$ cat config.mk
export PLATFORM = sky130hd
export DESIGN_NAME = layer_sequencer
export DESIGN_NICKNAME = d
export VERILOG_FILES = /design/src/rtl/layer_sequencer.sv
export SDC_FILE = /design/constraint.sdc
export NUM_CORES = 1
export LEC_CHECK = 0
export ABC_CLOCK_PERIOD_IN_PS = 2350
export BUFFER_PORTS_ARGS = -buffer_cell sky130_fd_sc_hd__buf_4
export CAP_MARGIN = 20
export CORE_AREA = 4 4 243 245
export CTS_CLUSTER_DIAMETER = 200
export DETAILED_ROUTE_END_ITERATION = 8
export DIE_AREA = 0 0 247 249
export SYNTH_ARGS = -nofsm -noshare
export SYNTH_HDL_FRONTEND = slang
export SYNTH_SLANG_ARGS = --single-unit
$ cat constraint.sdc
create_clock -name clk -period 2.35 [get_ports clk]
set_clock_uncertainty 0.05 [all_clocks]
set_input_delay 0.235 -clock clk [delete_from_list [all_inputs] [get_ports clk]]
set_output_delay 0.235 -clock clk [all_outputs]
set_load 0.01 [all_outputs]
$ cat src/rtl/layer_sequencer.sv
// Layer program sequencer: walks PC over [first..last], hands each layer to the MAC engine
// via layer_start/layer_done, and gates host writes to the instruction memory while a run is active.
module layer_sequencer #(
  parameter int INSTRUCTION_MEMORY_SIZE   = 32,
  parameter int INSTRUCTION_MEMORY_FIELDS = 24,
  parameter int INSTRUCTION_MEMORY_WIDTH  = 16,
  parameter int BIT_WIDTH_EXTERNAL_PORT   = 32,
  parameter int EOP_FIELD                 = 0,
  parameter int EOP_BIT                   = 15,
  parameter int TIMEOUT_CYCLES            = 65535
) (
  input  logic                                clk,
  input  logic                                reset,
  input  logic                                start,
  input  logic [BIT_WIDTH_EXTERNAL_PORT-1:0]  first_layer,
  input  logic [BIT_WIDTH_EXTERNAL_PORT-1:0]  last_layer,
  input  logic                                abort,
  input  logic [INSTRUCTION_MEMORY_FIELDS-1:0][INSTRUCTION_MEMORY_WIDTH-1:0] instruction,
  input  logic                                layer_done,
  output logic [BIT_WIDTH_EXTERNAL_PORT-1:0]  PC,
  output logic                                layer_start,
  output logic                                busy,
  output logic                                done,
  output logic                                error,
  output logic [1:0]                          err_code,
  output logic [15:0]                         layers_done_cnt,
  input  logic                                wr_en_ext_in,
  input  logic [BIT_WIDTH_EXTERNAL_PORT-1:0]  wr_addr_ext_in,
  input  logic [BIT_WIDTH_EXTERNAL_PORT-1:0]  wr_data_ext_in,
  output logic                                wr_en_ext_im,
  output logic [BIT_WIDTH_EXTERNAL_PORT-1:0]  wr_addr_ext_im,
  output logic [BIT_WIDTH_EXTERNAL_PORT-1:0]  wr_data_ext_im,
  output logic                                wr_reject
);

  localparam int BW = BIT_WIDTH_EXTERNAL_PORT;
  localparam logic [BW-1:0] SIZE_W  = BW'(INSTRUCTION_MEMORY_SIZE);
  localparam logic [31:0]   TO_LAST = 32'(TIMEOUT_CYCLES - 1);

  typedef enum logic [2:0] {IDLE, FETCH, ISSUE, RUN, NEXT, DONE} state_t;

  state_t          state_q, state_d;
  logic [BW-1:0]   pc_q, last_q;
  logic [15:0]     cnt_q;
  logic [31:0]     wdog_q;
  logic            eop_q, error_q, wr_reject_q;
  logic [1:0]      err_code_q;
  logic            range_ok, timeout, last_hit, kill;

  assign range_ok = (first_layer <= last_layer) && (last_layer < SIZE_W);
  assign timeout  = (TIMEOUT_CYCLES != 0) && (wdog_q == TO_LAST);
  assign last_hit = (pc_q == last_q) || eop_q;
  // abort outranks every other event once a run is under way
  assign kill     = abort && (state_q != IDLE);

  // only the EOP flag of the current layer matters to the sequencer
  logic unused_instruction;
  assign unused_instruction = ^instruction;

  always_ff @(posedge clk or negedge reset) begin
    if (!reset) state_q <= IDLE;
    else        state_q <= state_d;
  end

  always_comb begin
    state_d = state_q;
    if (kill) state_d = IDLE;
    else begin
      case (state_q)
        IDLE:    if (start && range_ok) state_d = FETCH;
        FETCH:   state_d = ISSUE;
        ISSUE:   state_d = RUN;
        RUN:     if (layer_done) state_d = NEXT;
                 else if (timeout) state_d = IDLE;
        NEXT:    state_d = last_hit ? DONE : FETCH;
        DONE:    state_d = IDLE;
        default: state_d = IDLE;
      endcase
    end
  end

  always_comb begin
    busy         = (state_q != IDLE);
    layer_start  = (state_q == ISSUE) && !abort;
    done         = (state_q == DONE) && !abort;
    wr_en_ext_im = wr_en_ext_in && (state_q == IDLE);
  end

  always_ff @(posedge clk or negedge reset) begin
    if (!reset) begin
      pc_q        <= '0;
      last_q      <= '0;
      cnt_q       <= '0;
      wdog_q      <= '0;
      eop_q       <= 1'b0;
      error_q     <= 1'b0;
      err_code_q  <= 2'd0;
      wr_reject_q <= 1'b0;
    end else begin
      error_q     <= 1'b0;
      wr_reject_q <= wr_en_ext_in && (state_q != IDLE);
      if (kill) begin
        error_q    <= 1'b1;
        err_code_q <= 2'd3;
      end else begin
        case (state_q)
          IDLE: if (start) begin
            if (!range_ok) begin
              error_q    <= 1'b1;
              err_code_q <= 2'd1;
            end else begin
              last_q     <= last_layer;
              pc_q       <= first_layer;
              cnt_q      <= '0;
              err_code_q <= 2'd0;
            end
          end
          ISSUE: begin
            eop_q  <= instruction[EOP_FIELD][EOP_BIT];
            wdog_q <= '0;
          end
          RUN: begin
            if (layer_done) begin
              if (cnt_q != 16'hFFFF) cnt_q <= cnt_q + 16'd1;
            end else if (timeout) begin
              error_q    <= 1'b1;
              err_code_q <= 2'd2;
            end else begin
              wdog_q <= wdog_q + 32'd1;
            end
          end
          NEXT: if (!last_hit) pc_q <= pc_q + 1'b1;
          default: ;
        endcase
      end
    end
  end

  assign PC              = pc_q;
  assign error           = error_q;
  assign err_code        = err_code_q;
  assign layers_done_cnt = cnt_q;
  assign wr_reject       = wr_reject_q;
  assign wr_addr_ext_im  = wr_addr_ext_in;
  assign wr_data_ext_im  = wr_data_ext_in;

endmodule

### Word-level counts from Yosys, hierarchy flattened

Index checks and enable logic that the tools add are counted.

* bits in writable memories: 0
* bits in read-only memories: 0
* input bits: 518
* memories kept: 0
* latch bits: 0
* register bits: 120
* word-level logic and storage cells: 87
* output and inout bits: 120

* divide/modulo/power cells: 0
* add/sub/neg operators: 3
* muxes and demuxes: 30
* multipliers: 0
* bitwise logic cells: 1
* $lt $le $gt $ge: 2
* reduce and logical (&&, ||, !) cells: 22
* shifts and indexed selects: 0
* equal/unequal tests: 20

Operator list (count)
* $mux 32: 5
* $pmux 32 s2: 2
* $add 32x1->32 const B: 2
* $mux 16: 4
* $eq 32x16->1 const B: 1
* $eq 32x32->1: 1
* $le 32x32->1: 1
* $lt 32x6->1 const B: 1
* $pmux 16 s2: 1
* $add 16x1->16 const B: 1
* $ne 16x16->1 const B: 1
* $mux 3: 5
* $pmux 3 s5: 1
* $ne 2x2->1 const B: 7
* $ne 3x3->1 const B: 4
* $reduce_and 4->1: 3
* $mux 2: 4
* $logic_and 1x1->1: 7
* $eq 3x2->1 const B: 2
* $eq 3x3->1 const B: 2
* $mux 1: 6
* $reduce_and 6->1: 1
* $reduce_bool 2->1: 3
* $reduce_bool 3->1: 2
* other kinds (10): 11

### Depth between registers and ports, before layout

Gate-level depths: netlist (run 1).

* depth after elaboration: 6
* gate-level depth with buffers: 11
* depth with buffers taken out: 10

### Least setup slack after synthesis (run 1)

No wires, ideal clock.

* path kind: input-to-reg
* from: input port last_layer[17]
* to: register pc_q[0] (netlist: PC[0])
* required time: 2.177 ns
* buffers on the path: 0
* library setup time: 0.123 ns
* arrival time: 2.369 ns
* cell stages on the path: 10
* slack: -0.191 ns
* path through: inv_1 -> ha_1 -> a21o_1 -> a221o_1 -> a221oi_2 -> o211ai_1 -> o21a_2 -> nor2_1 -> mux2_1 -> o221a_2

* longest elaborated chain between the ends: 4
* elaborated cells between the ends (all ways): 5
* classes of those cells: order compare: 2; eq/ne: 1; reduce/logical: 2

Ends and longest elaborated chain
* start, declared: RTL line 16 `input logic [BIT_WIDTH_EXTERNAL_PORT-1:0] last_layer,`
* $le 32x32->1 or $lt 32x6->1 (tied branches): RTL line 50 `assign range_ok = (first_layer <= last_layer) && (last_layer < SIZE_W);`
* $logic_and 1x1->1 *: RTL line 50
* $ne 2x2->1 (no source line) *
* $reduce_and 5->1 (no source line) *
* end signal, assigned: RTL line 113 `pc_q <= first_layer;`
* end signal, assigned: RTL line 132 `NEXT: if (!last_hit) pc_q <= pc_q + 1'b1;`
* end, declared: RTL line 43 `logic [BW-1:0] pc_q, last_q;`

Mark *: on every way between the ends. The rest lies on a longest branch, timed or not.
A chain may end at the register's enable or synchronous reset.

### Final worst setup path (run 1)

* from: input port last_layer[17]
* to: register pc_q[1] (netlist: PC[1])

The elaborated chain is that of the path after synthesis.

==> results of run 1 <==
[cell type report]
cell class,count,area (um^2),area share (%)
multi-input cells,641,4260,38.1
repair buffers,274,2210,19.7
well taps,765,957,8.55
clock inverters,12,143,1.27
inverters,42,175,1.57
clock buffers,19,443,3.96
flip-flops and latches,120,3000,26.8
[worst min-delay path by stage]
stage | start | end | slack [ns] | cells past startpoint
global route | last_layer[0] | last_q[0] | 0.004 | 2
floorplan | reset | PC[0] | -0.11 | 0
global placement | reset | eop_q | 0.23 | 1
finish | last_layer[0] | last_q[0] | 0.02 | 2
detailed placement | reset | eop_q | 0.25 | 1
CTS | last_layer[0] | last_q[0] | 0.009 | 2
[critical path, cell delays in order]
cell,delay (ns)
buf_8,0.10
inv_4,0.04
ha_4,0.18
a21o_1,0.17
a221o_1,0.33
a221oi_2,0.27
o211ai_1,0.12
buf_4,0.17
o21a_2,0.23
o22ai_4,0.23
and2_4,0.27
buf_12,0.15
a31oi_1,0.08
[kinds of logic (layout without fill, tap and decap cells)]
kind of cell | Yosys count | in the layout | synth area share (%)
muxes | 6 | 6 | 0.836
buffers and inverters | 146 | 347 | 10.6
and+or+nand+nor | 331 | 331 | 21.8
DFF | 120 | 120 | 38.6
adders and majority gates | 37 | 37 | 5.92
AOI/OAI and AO/OA | 214 | 214 | 16.2
xor gates and xnor gates | 53 | 53 | 5.96
[state kept, by name (all words and copies together) (netlist names)]
signal,count
PC,32
eop_q,1
err_code,2
error,1
last_q,32
layers_done_cnt,16
state_q,3
wdog_q,32
wr_reject,1
[what timing repair did]
| item | CTS | global route |
|---|---|---|
| setup buffers | 2 | 2 |
| hold endpoints to repair | 41 | 0 |
| resized for setup | 17 | 69 |
| hold buffers | 2 | 0 |
| pin swaps | 4 | 31 |
| endpoints found under the setup margin | 51 | 101 |
| gates cloned | 0 | 4 |
[metrics by stage]
stage / hold slack [ns] / instance area, um^2
after detailed placement: 0.246 / 10200
after floorplan: -0.111 / 7850
after global placement: 0.234 / 10200
final: 0.0222 / 11200
after global routing: 0.00422 / 11200
after CTS: 0.00866 / 10900
[power groups by stage]
stage	clock [W]	sequential [W]	combinational (W)
CTS	0.00269	0.00258	0.00298
finish	0.00263	0.00258	0.00311
global placement	0	0.00261	0.00288
floorplan	0	0.00273	0.00121
detailed placement	0	0.00262	0.00292
global route	0.00279	0.00261	0.00339
[layer usage]
layer | part of all wire, % | up-vias | global-route usage, %
li1 | - | 3535 | -
met1 | 44 | 3571 | 11.7
met2 | 47 | 278 | 14.1
met3 | 7.2 | 21 | 2.70
met4 | 1.2 | 0 | 2.11
met5 | 0 | - | 0
[layout by cell type (no fill, tap or decap), types with 3 or more instances in the layout]
| cell type | Yosys | layout |
|---|---|---|
| nor4_1 | 17 | 12 |
| nor2_1 | 42 | 37 |
| or3_1 | 12 | 11 |
| nand2b_1 | 3 | 3 |
| ha_4 | 0 | 8 |
| dfrtp_1 | 120 | 120 |
| o31ai_1 | 5 | 4 |
| buf_12 | 0 | 6 |
| ha_1 | 36 | 28 |
| clkinv_4 | 0 | 3 |
| o21a_1 | 4 | 4 |
| a21oi_1 | 63 | 62 |
| inv_2 | 0 | 3 |
| buf_4 | 70 | 250 |
| o21ai_1 | 7 | 12 |
| nand3_1 | 40 | 40 |
| xor2_1 | 51 | 50 |
| a31oi_1 | 32 | 32 |
| nand4_1 | 21 | 21 |
| inv_1 | 41 | 35 |
| clkinvlp_4 | 0 | 4 |
| nor4_2 | 1 | 5 |
| o22ai_1 | 16 | 16 |
| nor2_2 | 1 | 5 |
| and4_1 | 10 | 9 |
| and3_1 | 16 | 16 |
| o21ai_0 | 62 | 42 |
| nand2_1 | 111 | 109 |
| buf_6 | 1 | 13 |
| o21ai_2 | 0 | 15 |
| clkbuf_16 | 0 | 18 |
| inv_6 | 0 | 3 |
| nor3_1 | 10 | 9 |
| and2_1 | 34 | 33 |
| a21o_1 | 5 | 5 |
==> metrics list, run 1 <==
* Clock network fraction of total power: 31.6%
* Detailed-route via count: 7405
* Setup TNS: 0 ns
* Post-Synthesis Net Count: 1461
* Net switching fraction of the power: 35.8%
- The number of hold violations in the final report is 0.
- Excluding fillers, the count of instances in the completed layout stands at 1873.
- For the worst setup path, the data arrival time is 2.58 ns.
- Wire length per cell: 14.9 um
* Global-route wire length before repair: 42400 um
- The endpoint identified for the worst register-to-register timing path is PC[1].
* Maximum operating frequency: 0.429 GHz
* CP Capture Type: flip-flop
- Worst R2R Setup Slack: 0.06 ns
- The wire-length estimate of the detail-placed layout is 21700 um.
- In this run the remaining antenna-violating nets after routing total 0.
- Crit path setup slack, layout: 0.0191 ns
- Static power due to leakage: 5.20 nW
* Cell row count: 88
- Once the floorplan was initialized, standard cells occupied 13.6% of the core.
- Hold Crit Class: primary input to flip-flop
- The repair_antennas step left the layout with diodes totalling 0.
- Filler Cell Count: 6346
* Skew-Pair Late Insertion Delay: 0.42 ns
- TritonCTS built the clock tree.
- Post-synthesis to final-layout area growth: 43.8%
- Residual overflow from global routing: 0
- Total net switching power: 0.00298 W
* Number of violations of the max-capacitance limit: 0
* Vias per cell: 3.95
- Clock tree sinks: 120
- Entering global routing, the biggest net connects 53 pins.
- After detailed routing, the number of remaining DRC violations is 0.
- Via count of the first global-routing pass: 7268
* RSZ-0062 raised after global routing: yes
- The worst-case IR drop observed on VDD is 524 uV.
- Summed over all layers, the routed wires come to 27900 um.
- Syn Area/Cell: 8.58 um^2
- Worst slack after detailed placement: -0.650 ns
* Std-Cell Core Area: 57100 um^2
* Relative slew slack: 58.0%
- For the worst setup path, the data required time is 2.60 ns.
- The H-tree generated during clock tree synthesis spans 4 levels.
- Cell type with the largest total area after synthesis: dfrtp_1
- The worst setup path is of the primary input to flip-flop kind.
- In this run, the combinational gates consume 37.3% of the power.
* Pwr Density: 744 nW/um^2
- Sequential area share after synthesis: 38.6%
- Number of max-slew violations in the final report: 0
* Die Outline Area: 61500 um^2
* Cell depth of the worst flop-to-flop path: 10
- Across every metal layer, demand over resource in global routing totals 8.82%.
- Outcome: complete, no violations
- In the synthesized netlist, the number of instances is 907.
- The longest clock path from root to sink contains 2 buffers.
* Most common cell in the synthesized netlist: dfrtp_1
- Port buffering added 126 buffers.
* Start point of the critical path: last_layer[17]
* Worst flop-to-flop path startpoint: PC[0]
- Of the cells placed in the final design, the portion with a size suffix greater than 1 is 33.7%.
- After detailed placement, the design holds a cell count of 1832.
- Of the post-synthesis cell area, the dominant cell type holds 38.6%.
* Weighted congestion reported at the end of routability-driven placement: 0.825
- Of all nets on the critical path, the largest fanout is 11.
- The final layout contains 1650 nets.
* Utilization after layout: 19.6%
- Among all flip-flop cells after synthesis, the most frequent one is dfrtp_1.
- Cell types with the highest counts after synthesis: dfrtp_1, nand2_1, buf_4, a21oi_1, o21ai_0
* Post-route clock period utilization: 99.2%
* Detailed router's first-iteration violation count: 681
- The first TritonRoute pass finished after 5 iterations.
- Clock buffers created by TritonCTS: 17
* Distinct cell type count of the synthesized netlist: 63
- Clock transition at path regs: 0.06 ns
* Cell area after synthesis: 7780 um^2
* Fraction of power consumed by sequential logic: 31.0%
* Number of antenna violations at the first check in global routing: 0
- The synthesized design contains 120 register bits.
- FFs w/ async S/R, synth: 100%
- Least-Margin Pin Slew: 0.630 ns
- Setup violations remaining at the end of the flow were counted as 0.
* Cells taking the most area after synthesis: dfrtp_1, buf_4, ha_1, xor2_1, nand2_1
- Tmin final: 2.33 ns
* Post-route total power: 0.00832 W
- Post-synth EDFFs: 0
- The floorplan step set the die height to 249 um.
- Number of warning messages in the yosys log: 0
- The internal portion of the total power is 0.00534 W.
* Floorplan die width: 247 um
* I/O pins: 638
- STA classifies the critical path startpoint as a primary input.
- CTS root buf: clkbuf_16
- Following the worst setup path forward leads to its endpoint at PC[1].
Note: power is estimated with default switching activity, not from simulation.
==> inputs of run 2 (changes only) <==
--- a/config.mk
+++ b/config.mk
@@ -9,6 +9,7 @@
 export BUFFER_PORTS_ARGS = -buffer_cell sky130_fd_sc_hd__buf_4
 export CAP_MARGIN = 20
 export CORE_AREA = 4 4 243 245
+export CTS_BUF_LIST = sky130_fd_sc_hd__clkbuf_4 sky130_fd_sc_hd__clkbuf_8 sky130_fd_sc_hd__clkbuf_16
 export CTS_CLUSTER_DIAMETER = 200
 export DETAILED_ROUTE_END_ITERATION = 8
 export DIE_AREA = 0 0 247 249
==> constraint.sdc (replaced) <==
create_clock -name clk -period 2.35 [get_ports clk]
set_clock_uncertainty 0.05 [all_clocks]
set_input_delay 0.235 -clock clk [delete_from_list [all_inputs] [get_ports clk]]
set_output_delay 0.235 -clock clk [all_outputs]
set_load 0.05 [all_outputs]
==> run 2 against run 1 <==
  * Highest routed layer unchanged
  * Worst setup slack lost 0.048 ns
  * Clock power is 11% higher
  * The run now ends with negative setup slack left
  * Die area unchanged
==> metrics list, run 2 (synthesized netlist as in run 1, its figures left out) <==
* Outcome: complete, but fails checks
- The checks that failed: negative setup slack.
- Cell row count: 88
- Detailed routing inserted a total of 7434 vias.
- Among all stages on the critical path, the largest delay is contributed by nor4_2.
* Cell repeated most along the worst path: buf_4
- Dividing the detail-routed wire length by the instance count gives 14.8 um.
- Vias per cell: 3.98
* Residual overflow from global routing: 0
- Final routed wirelength across all metal layers: 27600 um
* CTS tree: done
* CP Capture Type: flip-flop
- For this design the ratio of total power to cell area is 836 nW/um^2.
- 0 antenna diodes ended up in the layout.
* Worst slack after detailed placement: -0.639 ns
* Least-Margin Pin Slew: 0.475 ns
- Grouping stages by cell kind, the critical path spends the most delay in simple AND/OR/NAND/NOR gates.
- Across the run, the number of max-cap violations was 0.
* Filler Cell Count: 6290
* Leading cell type in the layout, fill and taps excluded: buf_4
* Final layout net count: 1645
* List of cells traversed by the critical path: buf_4, ha_1, nand4_1, nor4_2, nand4_1, buf_4, nand3b_1, buf_4, o21ai_1, buf_4, o21a_1, buf_4, nand2_1, a21o_1
- Residual DRC count: 0
- No sink is reached through more buffers than the 2 on the longest clock path.
- TritonCTS created 17 clock buffers.
* Static power due to leakage: 5.19 nW
- Die Outline Area: 61500 um^2
- Sum of net half-perimeters after detailed placement: 21600 um
- Of the available clock period, the critical path in the final layout requires 101%.
- Setup Viol. Count Final: 8
* Port bufs: 126
- Std-Cell Core Area: 57100 um^2
- GRT Util Overall: 8.75%
- RSZ-0062 raised after global routing: yes
* Tmin final: 2.38 ns
* Clock tree sinks: 120
- Compared with the post-synthesis result, the final layout area differs by 43.1%.
- Once routing completed, OpenROAD measured the worst setup slack at -0.0284 ns.
- The first global-routing pass estimated 42100 um of wire.
- CP Data Required Time: 2.61 ns
* CTS root buf: clkbuf_16
- Detailed router's first-iteration violation count: 673
- Via count of the first global-routing pass: 7314
* Floorplan die width: 247 um
- Critical path startpoint category: primary input
* Startpoint-to-endpoint class of the critical path: primary input to flip-flop
- Number of max-slew violations in the final report: 0
- Relative slew slack: 68.2%
- Skew-Pair Late Insertion Delay: 0.42 ns
* Hold Crit Class: primary input to flip-flop
- Maximum level of the CTS H-tree: 4
* Total count of hold-check failures in the final report: 0
- Clock-pin slew was measured on the worst setup and hold paths at 0.06 ns.
* Setup TNS: -0.118 ns
- Leaving out fill and tap cells, the most frequent cells in the layout are buf_4, dfrtp_1, nand2_1.
- Crit path buffers/inverters: 5
* I/O pins: 638
- Based on the critical path, the design can be clocked at up to 0.420 GHz.
* Number of antenna violations at the first check in global routing: 0
* Largest net degree at the start of global routing: 53
- Antenna-violating nets left: 0
- STA puts the critical path data arrival time at 2.64 ns.
* Maximum VDD drop: 505 uV
* Die outline height: 249 um
- Slowest cell delay on critical path: 0.35 ns
- Once the floorplan was initialized, standard cells occupied 13.6% of the core.
- Weighted congestion reported at the end of routability-driven placement: 0.861
* CP max FO: 3
- For this run, the detailed router's first-pass iteration total came to 7.
- Of the cells placed in the final design, the portion with a size suffix greater than 1 is 33.3%.
[run 2: cell count changes in the layout (fill, tap and decap cells not counted), moves of 3 or more]
cell        change
inv_2           -3
ha_1            +5
clkinv_2        +4
clkinv_4        -3
dfrtp_2         +9
inv_1           +3
dfrtp_1         -9
ha_4            -5
inv_6           -3
bufinv_16       +3
clkinvlp_4      -4
buf_6           -4
[run 2: worst register-to-register path, stage by stage, from the launching register on]
cell     delay [ns]
dfrtp_2        0.40
xor2_1         0.20
buf_4          0.15
nor4_1         0.04
nand4_1        0.10
nor2_2         0.06
or3_4          0.36
o22ai_4        0.30
and2_4         0.22
buf_12         0.16
a31oi_1        0.11
[run 2: through the flow]
step           std cells  area (um^2)  utilization, %  power, W  hold WS (ns)
2_1_floorplan        907         7880               -   0.00486        -0.111
3_3_place_gp        1826        10200            17.8   0.00621         0.155
3_5_place_dp        1826        10200            17.8   0.00625         0.163
4_1_cts             1863        10900            19.1   0.00927        0.0252
5_1_grt             1868        11100            19.5   0.00976        0.0353
6_report            1868        11100            19.5   0.00931        0.0502
[run 2: worst paths after layout]
path,end,slack (ns),cells past startpoint,from
hold / removal,eop_q,0.05,2,instruction[15]
hold reg to reg,err_code[1],0.45,1,err_code[1]
max in group asynchronous,PC[21],1.24,3,reset
setup / recovery,layers_done_cnt[10],-0.03,14,first_layer[25]
setup reg to reg,PC[16],0.06,10,PC[0]
min in group asynchronous,layers_done_cnt[13],0.26,2,reset
[run 2: final cells by class]
cell class              count  area [um^2]  area share (%)
well taps                 765          957            8.60
flip-flops and latches    120         3010            27.1
repair buffers            268         2130            19.1
clock inverters             9          170            1.53
multi-input cells         642         4210            37.8
inverters                  42          175            1.57
clock buffers              22          482            4.33
[run 2: what timing repair did]
action	in CTS	in global routing
setup endpoints to repair	81	96
hold buffers	2	0
setup buffers	4	2
pin swaps	10	21
endpoints found under the hold margin	28	0
cloned	0	3
gates resized for setup	29	41
[run 2: layer usage]
layer | track usage (%) | up-vias | wire (um)
li1 | - | 3527 | -
met1 | 11.6 | 3581 | 12200
met5 | 0 | - | 0
met2 | 14.2 | 305 | 13100
met4 | 1.72 | 0 | 215
met3 | 2.42 | 21 | 2070
[run 2: report_power, final]
part,switching [W],leakage (nW),total (W),internal [W]
Clock,0.000936,0.327,0.00291,0.00198
Combinational,0.00243,3.23,0.00383,0.00140
Sequential,0.000240,1.63,0.00258,0.00234
Total,0.00360,5.19,0.00931,0.00571
